[src/rtl/ctrl_pkg.sv]
// ctrl_pkg: opcode / ALU-op encodings, FSM state type and exception codes
// shared by the control-decode stage and its combinational decoder.
package ctrl_pkg;

    // Opcodes (insn[31:27])
    localparam logic [4:0] OP_RTYPE = 5'b00000;
    localparam logic [4:0] OP_J     = 5'b00001;
    localparam logic [4:0] OP_BNE   = 5'b00010;
    localparam logic [4:0] OP_JAL   = 5'b00011;
    localparam logic [4:0] OP_JR    = 5'b00100;
    localparam logic [4:0] OP_ADDI  = 5'b00101;
    localparam logic [4:0] OP_BLT   = 5'b00110;
    localparam logic [4:0] OP_SW    = 5'b00111;
    localparam logic [4:0] OP_LW    = 5'b01000;
    localparam logic [4:0] OP_SETX  = 5'b10101;
    localparam logic [4:0] OP_BEX   = 5'b10110;

    // ALU operations (insn[6:2] for R-type)
    localparam logic [4:0] ALU_ADD  = 5'b00000;
    localparam logic [4:0] ALU_SUB  = 5'b00001;
    localparam logic [4:0] ALU_AND  = 5'b00010;
    localparam logic [4:0] ALU_OR   = 5'b00011;
    localparam logic [4:0] ALU_SLL  = 5'b00100;
    localparam logic [4:0] ALU_SRA  = 5'b00101;
    localparam logic [4:0] ALU_MUL  = 5'b00110;
    localparam logic [4:0] ALU_DIV  = 5'b00111;

    // Stage FSM: normal decode, or parked while the multdiv unit works
    typedef enum logic {
        ST_DECODE  = 1'b0,
        ST_MD_WAIT = 1'b1
    } state_e;

    // Exception codes written to the status register
    localparam logic [2:0] EXC_MUL     = 3'd4;
    localparam logic [2:0] EXC_DIV     = 3'd5;
    localparam logic [2:0] EXC_TIMEOUT = 3'd6;

endpackage

[src/rtl/ctrl_decode_comb.sv]
// ctrl_decode_comb: purely combinational instruction-to-control decode.
// Non-writing instructions still present rd on o_wr_reg; o_rwe is what
// qualifies a register write, and it is never set for destination 0.
module ctrl_decode_comb
    import ctrl_pkg::*;
#(
    parameter int OPCODE_W    = 5,
    parameter int ALUOP_W     = 5,
    parameter int REG_ADDR_W  = 5,
    parameter int RSTATUS_REG = 30
) (
    input  logic [31:0]           i_insn,
    output logic                  o_rdst,
    output logic                  o_rwe,
    output logic                  o_rwd,
    output logic                  o_dmwe,
    output logic                  o_alu_inb,
    output logic [ALUOP_W-1:0]    o_alu_op,
    output logic                  o_is_branch,
    output logic                  o_is_jump,
    output logic [REG_ADDR_W-1:0] o_wr_reg,
    output logic                  o_is_md,
    output logic                  o_md_div
);

    logic [OPCODE_W-1:0]   w_opcode;
    logic [REG_ADDR_W-1:0] w_rd;
    logic [ALUOP_W-1:0]    w_alu_field;
    logic                  w_writes_rd;
    logic                  w_unused_insn;

    assign w_opcode    = i_insn[31 -: OPCODE_W];
    assign w_rd        = i_insn[31-OPCODE_W -: REG_ADDR_W];
    assign w_alu_field = i_insn[2 +: ALUOP_W];
    // rs/rt/immediate are consumed by the datapath, not by control
    assign w_unused_insn = ^{i_insn[31-OPCODE_W-REG_ADDR_W : 2+ALUOP_W], i_insn[1:0]};

    // Opcode decode; register write is suppressed for destination 0
    always_comb begin
        o_rdst      = 1'b0;
        o_rwd       = 1'b0;
        o_dmwe      = 1'b0;
        o_alu_inb   = 1'b0;
        o_alu_op    = ALUOP_W'(ALU_ADD);
        o_is_branch = 1'b0;
        o_is_jump   = 1'b0;
        o_wr_reg    = w_rd;
        o_is_md     = 1'b0;
        o_md_div    = 1'b0;
        w_writes_rd = 1'b0;
        case (w_opcode)
            OPCODE_W'(OP_RTYPE): begin
                w_writes_rd = 1'b1;
                o_alu_op    = w_alu_field;
                o_md_div    = (w_alu_field == ALUOP_W'(ALU_DIV));
                o_is_md     = (w_alu_field == ALUOP_W'(ALU_MUL)) || o_md_div;
            end
            OPCODE_W'(OP_ADDI): begin
                w_writes_rd = 1'b1;
                o_alu_inb   = 1'b1;
            end
            OPCODE_W'(OP_LW): begin
                w_writes_rd = 1'b1;
                o_alu_inb   = 1'b1;
                o_rwd       = 1'b1;
            end
            OPCODE_W'(OP_SW): begin
                o_alu_inb = 1'b1;
                o_dmwe    = 1'b1;
                o_rdst    = 1'b1;
            end
            OPCODE_W'(OP_BNE), OPCODE_W'(OP_BLT): begin
                o_is_branch = 1'b1;
                o_rdst      = 1'b1;
                o_alu_op    = ALUOP_W'(ALU_SUB);
            end
            OPCODE_W'(OP_J), OPCODE_W'(OP_BEX): begin
                o_is_jump = 1'b1;
            end
            OPCODE_W'(OP_JAL): begin
                o_is_jump   = 1'b1;
                w_writes_rd = 1'b1;
                o_wr_reg    = {REG_ADDR_W{1'b1}};
            end
            OPCODE_W'(OP_JR): begin
                o_is_jump = 1'b1;
                o_rdst    = 1'b1;
            end
            OPCODE_W'(OP_SETX): begin
                w_writes_rd = 1'b1;
                o_wr_reg    = REG_ADDR_W'(RSTATUS_REG);
            end
            default: begin
                // unknown opcode: nop, every enable stays low
            end
        endcase
        o_rwe = w_writes_rd && (o_wr_reg != '0);
    end

endmodule

[src/rtl/ctrl_decode_stage.sv]
// ctrl_decode_stage: registered control decode with mul/div sequencing.
// Optional macro CTRL_EXC_EN: multdiv exceptions and timeouts write an
// exception code into the status register.
module ctrl_decode_stage
    import ctrl_pkg::*;
#(
    parameter int OPCODE_W    = 5,
    parameter int ALUOP_W     = 5,
    parameter int REG_ADDR_W  = 5,
    parameter int MD_TIMEOUT  = 40,
    parameter int RSTATUS_REG = 30
) (
    input  logic                  clock,
    input  logic                  reset_n,
    input  logic [31:0]           insn_in,
    input  logic                  insn_valid,
    input  logic                  md_ready,
    input  logic                  md_exception,
    output logic                  ctrl_valid,
    output logic                  rdst,
    output logic                  rwe,
    output logic                  rwd,
    output logic                  dmwe,
    output logic                  alu_inb,
    output logic [ALUOP_W-1:0]    alu_op,
    output logic                  is_branch,
    output logic                  is_jump,
    output logic [REG_ADDR_W-1:0] wr_reg,
    output logic                  md_start,
    output logic                  md_is_div,
    output logic                  stall_out,
    output logic                  md_timeout,
    output logic                  exc_valid,
    output logic [2:0]            exc_code
);

    localparam int CNT_W = $clog2(MD_TIMEOUT + 1);

    logic                  w_dec_rdst, w_dec_rwe, w_dec_rwd, w_dec_dmwe, w_dec_alu_inb;
    logic [ALUOP_W-1:0]    w_dec_alu_op;
    logic                  w_dec_is_branch, w_dec_is_jump, w_dec_is_md, w_dec_md_div;
    logic [REG_ADDR_W-1:0] w_dec_wr_reg;

    state_e                r_state, w_state_next;
    logic [CNT_W-1:0]      r_count;
    logic [REG_ADDR_W-1:0] r_md_rd;
    logic [ALUOP_W-1:0]    r_md_alu;
    logic                  r_md_div;
    logic                  w_md_accept, w_timeout_hit;

    logic                  w_ctrl_valid_next, w_rdst_next, w_rwe_next, w_rwd_next;
    logic                  w_dmwe_next, w_alu_inb_next, w_is_branch_next, w_is_jump_next;
    logic [ALUOP_W-1:0]    w_alu_op_next;
    logic [REG_ADDR_W-1:0] w_wr_reg_next;
    logic                  w_md_start_next, w_md_is_div_next, w_stall_next, w_md_timeout_next;
    logic                  w_exc_valid_next;
    logic [2:0]            w_exc_code_next;

    ctrl_decode_comb #(
        .OPCODE_W    (OPCODE_W),
        .ALUOP_W     (ALUOP_W),
        .REG_ADDR_W  (REG_ADDR_W),
        .RSTATUS_REG (RSTATUS_REG)
    ) u_decode (
        .i_insn      (insn_in),
        .o_rdst      (w_dec_rdst),
        .o_rwe       (w_dec_rwe),
        .o_rwd       (w_dec_rwd),
        .o_dmwe      (w_dec_dmwe),
        .o_alu_inb   (w_dec_alu_inb),
        .o_alu_op    (w_dec_alu_op),
        .o_is_branch (w_dec_is_branch),
        .o_is_jump   (w_dec_is_jump),
        .o_wr_reg    (w_dec_wr_reg),
        .o_is_md     (w_dec_is_md),
        .o_md_div    (w_dec_md_div)
    );

    assign w_md_accept   = (r_state == ST_DECODE) && insn_valid && w_dec_is_md;
    assign w_timeout_hit = (r_count == CNT_W'(MD_TIMEOUT));

    // Next state: park on a mul/div, return on completion or timeout
    always_comb begin
        w_state_next = r_state;
        if (r_state == ST_DECODE) begin
            if (w_md_accept) w_state_next = ST_MD_WAIT;
        end else begin
            if (md_ready || w_timeout_hit) w_state_next = ST_DECODE;
        end
    end

    // State register, saturating wait counter and captured mul/div operands
    always_ff @(posedge clock or negedge reset_n) begin
        if (!reset_n) begin
            r_state  <= ST_DECODE;
            r_count  <= '0;
            r_md_rd  <= '0;
            r_md_alu <= '0;
            r_md_div <= 1'b0;
        end else begin
            r_state <= w_state_next;
            if (w_md_accept) begin
                r_count  <= '0;
                r_md_rd  <= w_dec_wr_reg;
                r_md_alu <= w_dec_alu_op;
                r_md_div <= w_dec_md_div;
            end else if (r_state == ST_MD_WAIT) begin
                if (r_count != {CNT_W{1'b1}}) r_count <= r_count + 1'b1;
            end else begin
                r_count <= '0;
            end
        end
    end

    // Output values to register: decode, mul/div issue/wait, writeback or abort
    always_comb begin
        w_ctrl_valid_next = 1'b0;
        w_rdst_next       = 1'b0;
        w_rwe_next        = 1'b0;
        w_rwd_next        = 1'b0;
        w_dmwe_next       = 1'b0;
        w_alu_inb_next    = 1'b0;
        w_alu_op_next     = '0;
        w_is_branch_next  = 1'b0;
        w_is_jump_next    = 1'b0;
        w_wr_reg_next     = '0;
        w_md_start_next   = 1'b0;
        w_md_is_div_next  = 1'b0;
        w_stall_next      = 1'b0;
        w_md_timeout_next = 1'b0;
        w_exc_valid_next  = 1'b0;
        w_exc_code_next   = '0;
        if (r_state == ST_DECODE) begin
            if (w_md_accept) begin
                w_md_start_next  = 1'b1;
                w_md_is_div_next = w_dec_md_div;
                w_stall_next     = 1'b1;
            end else if (insn_valid) begin
                w_ctrl_valid_next = 1'b1;
                w_rdst_next       = w_dec_rdst;
                w_rwe_next        = w_dec_rwe;
                w_rwd_next        = w_dec_rwd;
                w_dmwe_next       = w_dec_dmwe;
                w_alu_inb_next    = w_dec_alu_inb;
                w_alu_op_next     = w_dec_alu_op;
                w_is_branch_next  = w_dec_is_branch;
                w_is_jump_next    = w_dec_is_jump;
                w_wr_reg_next     = w_dec_wr_reg;
            end
        end else if (md_ready) begin
            // completion has priority over a coincident timeout
            w_ctrl_valid_next = 1'b1;
            w_alu_op_next     = r_md_alu;
`ifdef CTRL_EXC_EN
            if (md_exception) begin
                w_wr_reg_next    = REG_ADDR_W'(RSTATUS_REG);
                w_rwe_next       = 1'b1;
                w_exc_valid_next = 1'b1;
                w_exc_code_next  = r_md_div ? EXC_DIV : EXC_MUL;
            end else begin
                w_wr_reg_next = r_md_rd;
                w_rwe_next    = (r_md_rd != '0);
            end
`else
            w_wr_reg_next = r_md_rd;
            w_rwe_next    = (r_md_rd != '0);
`endif
        end else if (w_timeout_hit) begin
            w_ctrl_valid_next = 1'b1;
            w_md_timeout_next = 1'b1;
`ifdef CTRL_EXC_EN
            w_wr_reg_next    = REG_ADDR_W'(RSTATUS_REG);
            w_rwe_next       = 1'b1;
            w_exc_valid_next = 1'b1;
            w_exc_code_next  = EXC_TIMEOUT;
`endif
        end else begin
            w_stall_next     = 1'b1;
            w_md_is_div_next = r_md_div;
        end
    end

    // Output registers: control is valid the cycle after acceptance
    always_ff @(posedge clock or negedge reset_n) begin
        if (!reset_n) begin
            ctrl_valid <= 1'b0;
            rdst       <= 1'b0;
            rwe        <= 1'b0;
            rwd        <= 1'b0;
            dmwe       <= 1'b0;
            alu_inb    <= 1'b0;
            alu_op     <= '0;
            is_branch  <= 1'b0;
            is_jump    <= 1'b0;
            wr_reg     <= '0;
            md_start   <= 1'b0;
            md_is_div  <= 1'b0;
            stall_out  <= 1'b0;
            md_timeout <= 1'b0;
        end else begin
            ctrl_valid <= w_ctrl_valid_next;
            rdst       <= w_rdst_next;
            rwe        <= w_rwe_next;
            rwd        <= w_rwd_next;
            dmwe       <= w_dmwe_next;
            alu_inb    <= w_alu_inb_next;
            alu_op     <= w_alu_op_next;
            is_branch  <= w_is_branch_next;
            is_jump    <= w_is_jump_next;
            wr_reg     <= w_wr_reg_next;
            md_start   <= w_md_start_next;
            md_is_div  <= w_md_is_div_next;
            stall_out  <= w_stall_next;
            md_timeout <= w_md_timeout_next;
        end
    end

`ifdef CTRL_EXC_EN
    // Exception report registers
    always_ff @(posedge clock or negedge reset_n) begin
        if (!reset_n) begin
            exc_valid <= 1'b0;
            exc_code  <= '0;
        end else begin
            exc_valid <= w_exc_valid_next;
            exc_code  <= w_exc_code_next;
        end
    end
`else
    logic w_unused_exc;
    assign w_unused_exc = ^{md_exception, w_exc_valid_next, w_exc_code_next};
    assign exc_valid    = 1'b0;
    assign exc_code     = '0;
`endif

endmodule

[config.mk]
export PLATFORM = sky130hd
export DESIGN_NAME = ctrl_decode_stage
export DESIGN_NICKNAME = d
export VERILOG_FILES = /design/src/rtl/ctrl_pkg.sv /design/src/rtl/ctrl_decode_comb.sv /design/src/rtl/ctrl_decode_stage.sv
export SDC_FILE = /design/constraint.sdc
export NUM_CORES = 1
export LEC_CHECK = 0
export CAP_MARGIN = 20
export CORE_MARGIN = 2
export CORE_UTILIZATION = 45
export CTS_BUF_LIST = sky130_fd_sc_hd__clkbuf_8
export DETAILED_ROUTE_END_ITERATION = 12
export PLACE_DENSITY = 0.8
export SLEW_MARGIN = 20
export SYNTH_ARGS = -nofsm -noshare
export SYNTH_HDL_FRONTEND = slang
export SYNTH_HIERARCHICAL = 1
export SYNTH_SLANG_ARGS = --single-unit
[constraint.sdc]
create_clock -name clock -period 1.6 [get_ports clock]
set_clock_uncertainty 0.2 [all_clocks]
set_input_delay 0.4 -clock clock [delete_from_list [all_inputs] [get_ports clock]]
set_output_delay 0.4 -clock clock [all_outputs]
set_load 0.02 [all_outputs]
=== Word level (Yosys, flattened, before mapping) ===
Index checks and enable logic that the tools add are counted.

* Bits in registers: 40
* Input port bits: 37
* Output and inout port bits: 26

* Add/subtract/negate cells: 1
* Eq/ne operators: 15
* Mux-type cells: 62
* Bitwise gates (word level): 1
* Reductions and logical operators: 13

{| class="wikitable"
|+ Operators with widths
! operator !! number
|-
| $mux 1 || 49
|-
| $mux 5 || 8
|-
| $eq 5x3->1 const B || 6
|-
| $pmux 5 s2 || 2
|-
| $mux 6 || 3
|-
| $eq 5x2->1 const B || 2
|-
| $eq 5x5->1 const B || 2
|-
| $reduce_bool 5->1 || 2
|-
| $reduce_or 4->1 || 2
|-
| $add 6x1->6 const B || 1
|-
| $eq 6x6->1 const B || 1
|-
| $ne 6x6->1 const B || 1
|-
| $eq 5x1->1 const B || 1
|-
| $eq 5x4->1 const B || 1
|-
| $logic_not 5->1 || 1
|-
| $reduce_or 5->1 || 1
|-
| $logic_and 1x1->1 || 3
|-
| $ne 3x1->1 const B || 1
|-
| $reduce_or 3->1 || 1
|-
| $logic_or 1x1->1 || 2
|-
| $reduce_or 2->1 || 1
|-
| $not 1->1 || 1
|}

=== Longest topological paths before layout ===
* Word-level depth: 7
* Gate-level depth with buffers: 8

=== Cells and area by module ===
The synthesis kept the hierarchy.

{| class="wikitable"
|+ By module, submodules not included
! module !! times used !! cells an instance !! area each (µm²)
|-
| ctrl_decode_stage || 1 || 116 || 1,577.8
|-
| ctrl_decode_comb || 1 || 48 || 314.1
|}

=== Least setup slack after synthesis ===
OpenSTA, ideal clock, no wires.

* Path type: input to register
* Start: input insn_in[27]
* End: register r_md_alu[0]
* Setup time: 125 ps
* Arrival time: 1,712 ps
* Setup slack: -437 ps
* Stages on the path: 7
* Buffers on the path: 2
* Path through: clkbuf_2 nor3_4 and3_1 and2_1 nand3_2 buf_4 mux2_2

* Word-level cells in the longest chain between the ends: 3
* Elaborated cells between the ends (all ways): 7
* Those cells by class: 2 x eq/ne; 2 x mux; 3 x reduce/logical

{| class="wikitable"
|+ Ends and longest elaborated chain
! element !! line !! text
|-
| start: declaration || ctrl_decode_stage.sv:15 || <nowiki>input logic [31:0] insn_in,</nowiki>
|-
| $logic_not 5->1 || ctrl_decode_comb.sv:51 || <nowiki>case (w_opcode)</nowiki>
|-
| $mux 1 || ctrl_decode_comb.sv:51 ||
|-
| via w_dec_is_md || ctrl_decode_stage.sv:41 || <nowiki>logic w_dec_is_branch, w_dec_is_jump, w_dec_is_md, w_dec_md_div;</nowiki>
|-
| $logic_and 1x1->1 || ctrl_decode_stage.sv:79 || <nowiki>assign w_md_accept = (r_state == ST_DECODE) && insn_valid && w_dec_is_md;</nowiki>
|-
| end signal: assignment || ctrl_decode_stage.sv:105 || <nowiki>r_md_alu <= w_dec_alu_op;</nowiki>
|-
| end: declaration || ctrl_decode_stage.sv:47 || <nowiki>logic [ALUOP_W-1:0] r_md_alu;</nowiki>
|}

The timed path passes the listed nets, and every way through them passes these cells.
A chain may end at the register's enable or synchronous reset.

=== Final worst setup path ===
* Start: input insn_in[5]
* End: register r_md_rd[1]

* Word-level cells in the longest chain between the ends: 4
* Elaborated cells between the ends (all ways): 5
* Those cells by class: 2 x eq/ne; 1 x mux; 2 x reduce/logical

{| class="wikitable"
|+ Ends and longest elaborated chain
! element !! line !! text
|-
| $eq 5x3->1 (on tied branches) || ctrl_decode_comb.sv:56, ctrl_decode_comb.sv:55 ||
|-
| $logic_or 1x1->1 * || ctrl_decode_comb.sv:56 || <nowiki>o_is_md = (w_alu_field == ALUOP_W'(ALU_MUL)) || o_md_div;</nowiki>
|-
| $mux 1 * || ctrl_decode_comb.sv:51 ||
|-
| via w_dec_is_md || ctrl_decode_stage.sv:41 ||
|-
| $logic_and 1x1->1 * || ctrl_decode_stage.sv:79 ||
|-
| end signal: assignment || ctrl_decode_stage.sv:104 || <nowiki>r_md_rd <= w_dec_wr_reg;</nowiki>
|-
| end: declaration || ctrl_decode_stage.sv:46 || <nowiki>logic [REG_ADDR_W-1:0] r_md_rd;</nowiki>
|}

Mark *: on every way through the listed nets, which the timed path passes. The rest lies on a longest branch.

==> impl_metrics.tcl <==
set metrics [dict create \
    hp-class "reg -> reg" \
    wl_per_cell_microns 14.93 \
    crit_fanout 8 \
    die_area_sq_um 4739 \
    n_antenna_cell 0 \
    violations "negative setup slack" \
    crit_slowest_cell "mux2_4" \
    synth_ff_type "dfrtp_1" \
    num_vias 1463 \
    arrival_ns 1.60 \
    cts_max_level 2 \
    synth_top_family_by_area "simple AND/OR/NAND/NOR gates" \
    dp_slack_ns -0.7304 \
    synth_edf_count 0 \
    overflow 0 \
    grt_antenna_before_repair 0 \
    syn_inst 164 \
    yosys_warnings 6 \
    peakVddDrop_mv 0.5480 \
    die_x_microns 68.84 \
    worstPathCellList "dlygate4sd2_1, nor3b_2, and2_4, nand3_4, buf_12, mux2_4" \
    layout_commonest_cell "dfrtp_1" \
    synth.mux.area_fraction_pct 6.548 \
    fillCellCount 327 \
    grt_max_degree 40 \
    worstHoldStart "r_md_alu[4]$_DFFE_PN0P_" \
    die_h_microns 68.84 \
    hold_path_end "alu_op[4]$_DFF_PN0_" \
    layout_common_cells "39 x dfrtp_1, 19 x dlygate4sd2_1, 17 x buf_4" \
    via_per_inst 5.225 \
    start_util_pct 46.96 \
    yosys.area_share.simple_pct 20.90 \
    numCtsBuffers 5 \
    portBuffers 40 \
    total_power_mw 1.878 \
    worst-setup-path-type "in -> reg" \
    ys_seq_elements 39 \
    coreArea_sq_um 4029 \
    ios 63 \
    syn_area_per_cell_sq_um 11.54 \
    largest_register "r_count" \
    clk-insertion-delay-late_ns 0.29 \
    finalSetupViolations 2 \
    start_kind "primary input" \
    power_density_nw_per_um2 712.9 \
    ff2ff_path_depth 5 \
    antenna_left 0 \
    cts.clk_slew.worst_paths_ns 0.08 \
    r2r_setup_slack_ns 0.12 \
    status "finished with violations" \
    crit_path_end_kind "flop" \
    final_cell_area_sq_um 2634 \
    seq_area_sq_um 975.9 \
    grt_pass1_vias 1433 \
    drive_above_1_share_pct 35.65 \
    synth-compound-area-share_pct 13.62 \
    first_pass_iters 4 \
    fin_ws_ns -0.01876 \
    async_flop_share_pct 100.0 \
    place_congestion 0.8368 \
    largest_register_ffs 6 \
    cp_data_required_time_ns 1.58 \
    worstReg2RegStart "r_state$_DFF_PN0_" \
    fp-row-count 23 \
    finalWirelength_mm 4.180 \
    cts.sinks 39 \
    hold_viol_final 0 \
    grt_pass1_wl_mm 6.479 \
    synth.distinct_cells 51 \
    r2r_end "r_md_rd[1]$_DFFE_PN0P_" \
    synth_area_sq_um 1892 \
    placed_area_sq_um 2511 \
    fin_crit_sh_pct 101.2 \
    slew_viol_final 0 \
    p_leak_nw 1.336 \
    critPathMaxStageDelay_ns 0.29 \
    dpl.hpwl_mm 2.975 \
    multiInputGateArea_sq_um 887.1 \
    grt_use_total_pct 18.89 \
    synth-xor-area-share_pct 0.4630 \
    initialDrtViolationCount 83 \
    drv_cap 0 \
    synthAdderAreaFrac_pct 1.323 \
    post-route-drc-count 0 \
    hold_depth 1 \
    ys_seq_area_share_pct 51.59 \
    nNetsFinal 268 \
    fin_setup_tns_ns -0.02520 \
    area_delta_synth_final_pct 39.22 \
    clk_root_buffer_cell "clkbuf_8" \
    fmax_mhz 617.8 \
    cts_tree "yes" \
    clock_path_buffers 2 \
    fin_crit_ns 1.619 \
    rsz0062_at_grt "true" \
]
-- cell families after synthesis --
| family | Yosys count |
|---|---|
| xor gates and xnor gates | 1 |
| buffers and inverters | 15 |
| muxes | 11 |
| DFF | 39 |
| adders and majority gates | 2 |
| other | 1 |
| AOI/OAI and AO/OA | 34 |
| and+or+nand+nor | 61 |
-- repair_timing --
| action | in CTS | in global routing |
|---|---|---|
| gates cloned | 0 | 0 |
| pin swaps | 6 | 2 |
| hold buffers | 1 | 0 |
| setup endpoints to repair | 54 | 26 |
| hold endpoints to repair | 39 | 0 |
| gates resized for setup | 60 | 13 |
| buffers inserted | 1 | 1 |
-- worst max path at each step --
stage           startpoint  slack, ns                 endpoint  cells after the start
2_1_floorplan  insn_in[27]      -0.28  r_md_alu[0]$_DFFE_PN0P_                      7
3_3_place_gp   insn_in[29]      -0.69   r_md_rd[3]$_DFFE_PN0P_                      7
3_5_place_dp   insn_in[29]      -0.73   r_md_rd[2]$_DFFE_PN0P_                      7
4_1_cts        insn_in[27]      -0.03   r_md_rd[1]$_DFFE_PN0P_                      7
5_1_grt        insn_in[27]      -0.06   r_md_rd[1]$_DFFE_PN0P_                      7
6_report        insn_in[5]      -0.02   r_md_rd[1]$_DFFE_PN0P_                      6
-- cell usage after synthesis (all sizes together) (2+ instances only) --
master	n	area [sq um]
nand3	3	20.02
inv	4	15.01
nand2	8	30.03
ha	2	25.02
or2	4	25.02
nor2	10	40.04
buf	10	81.33
a31oi	3	18.77
a21oi	6	33.78
and2b	2	15.01
dfrtp	39	975.9
nor3	3	26.28
o21ai	6	30.03
and3	6	37.54
and2	10	71.32
a22o	10	100.1
nor3b	5	53.80
mux2	11	123.9
-- power by group --
| part | leakage [nW] | internal (mW) | switching, mW | total (mW) |
|---|---|---|---|---|
| Sequential | 0.536 | 1.00 | 0.00795 | 1.01 |
| Clock | 0.0505 | 0.293 | 0.316 | 0.609 |
| Combinational | 0.750 | 0.129 | 0.129 | 0.258 |
| Total | 1.34 | 1.42 | 0.453 | 1.88 |
-- stage by stage --
step           std cells  util, %  hold slack, ns
2_1_floorplan        167        -        -0.09559
3_3_place_gp         269    62.33          0.1810
3_5_place_dp         269    62.33          0.1754
4_1_cts              279    64.47          0.3083
5_1_grt              280    65.37          0.3292
6_report             280    65.37          0.3022
-- routing by layer --
| metal | vias up | GRT usage, % | routed length, microns |
|---|---|---|---|
| met3 | 5 | 4.545 | 149 |
| met4 | 0 | 8.333 | 40 |
| met1 | 715 | 22.90 | 1849 |
| li1 | 709 | - | - |
| met2 | 34 | 31.85 | 2141 |
| met5 | - | 0 | 0 |
-- worst max-delay path, delay by kind of cell --
family	cells	cell delay, ns
buffers and inverters	2	0.41
muxes	1	0.29
and+or+nand+nor	3	0.50
-- cell type report --
class	instances	area share, %
well taps	50	2.375
flip-flops and latches	39	37.05
clock inverters	3	0.4751
inverters	4	0.5701
clock buffers	5	2.613
repair buffers	66	23.23
multi-input cells	113	33.68
Power figures use the tool's default switching activity.
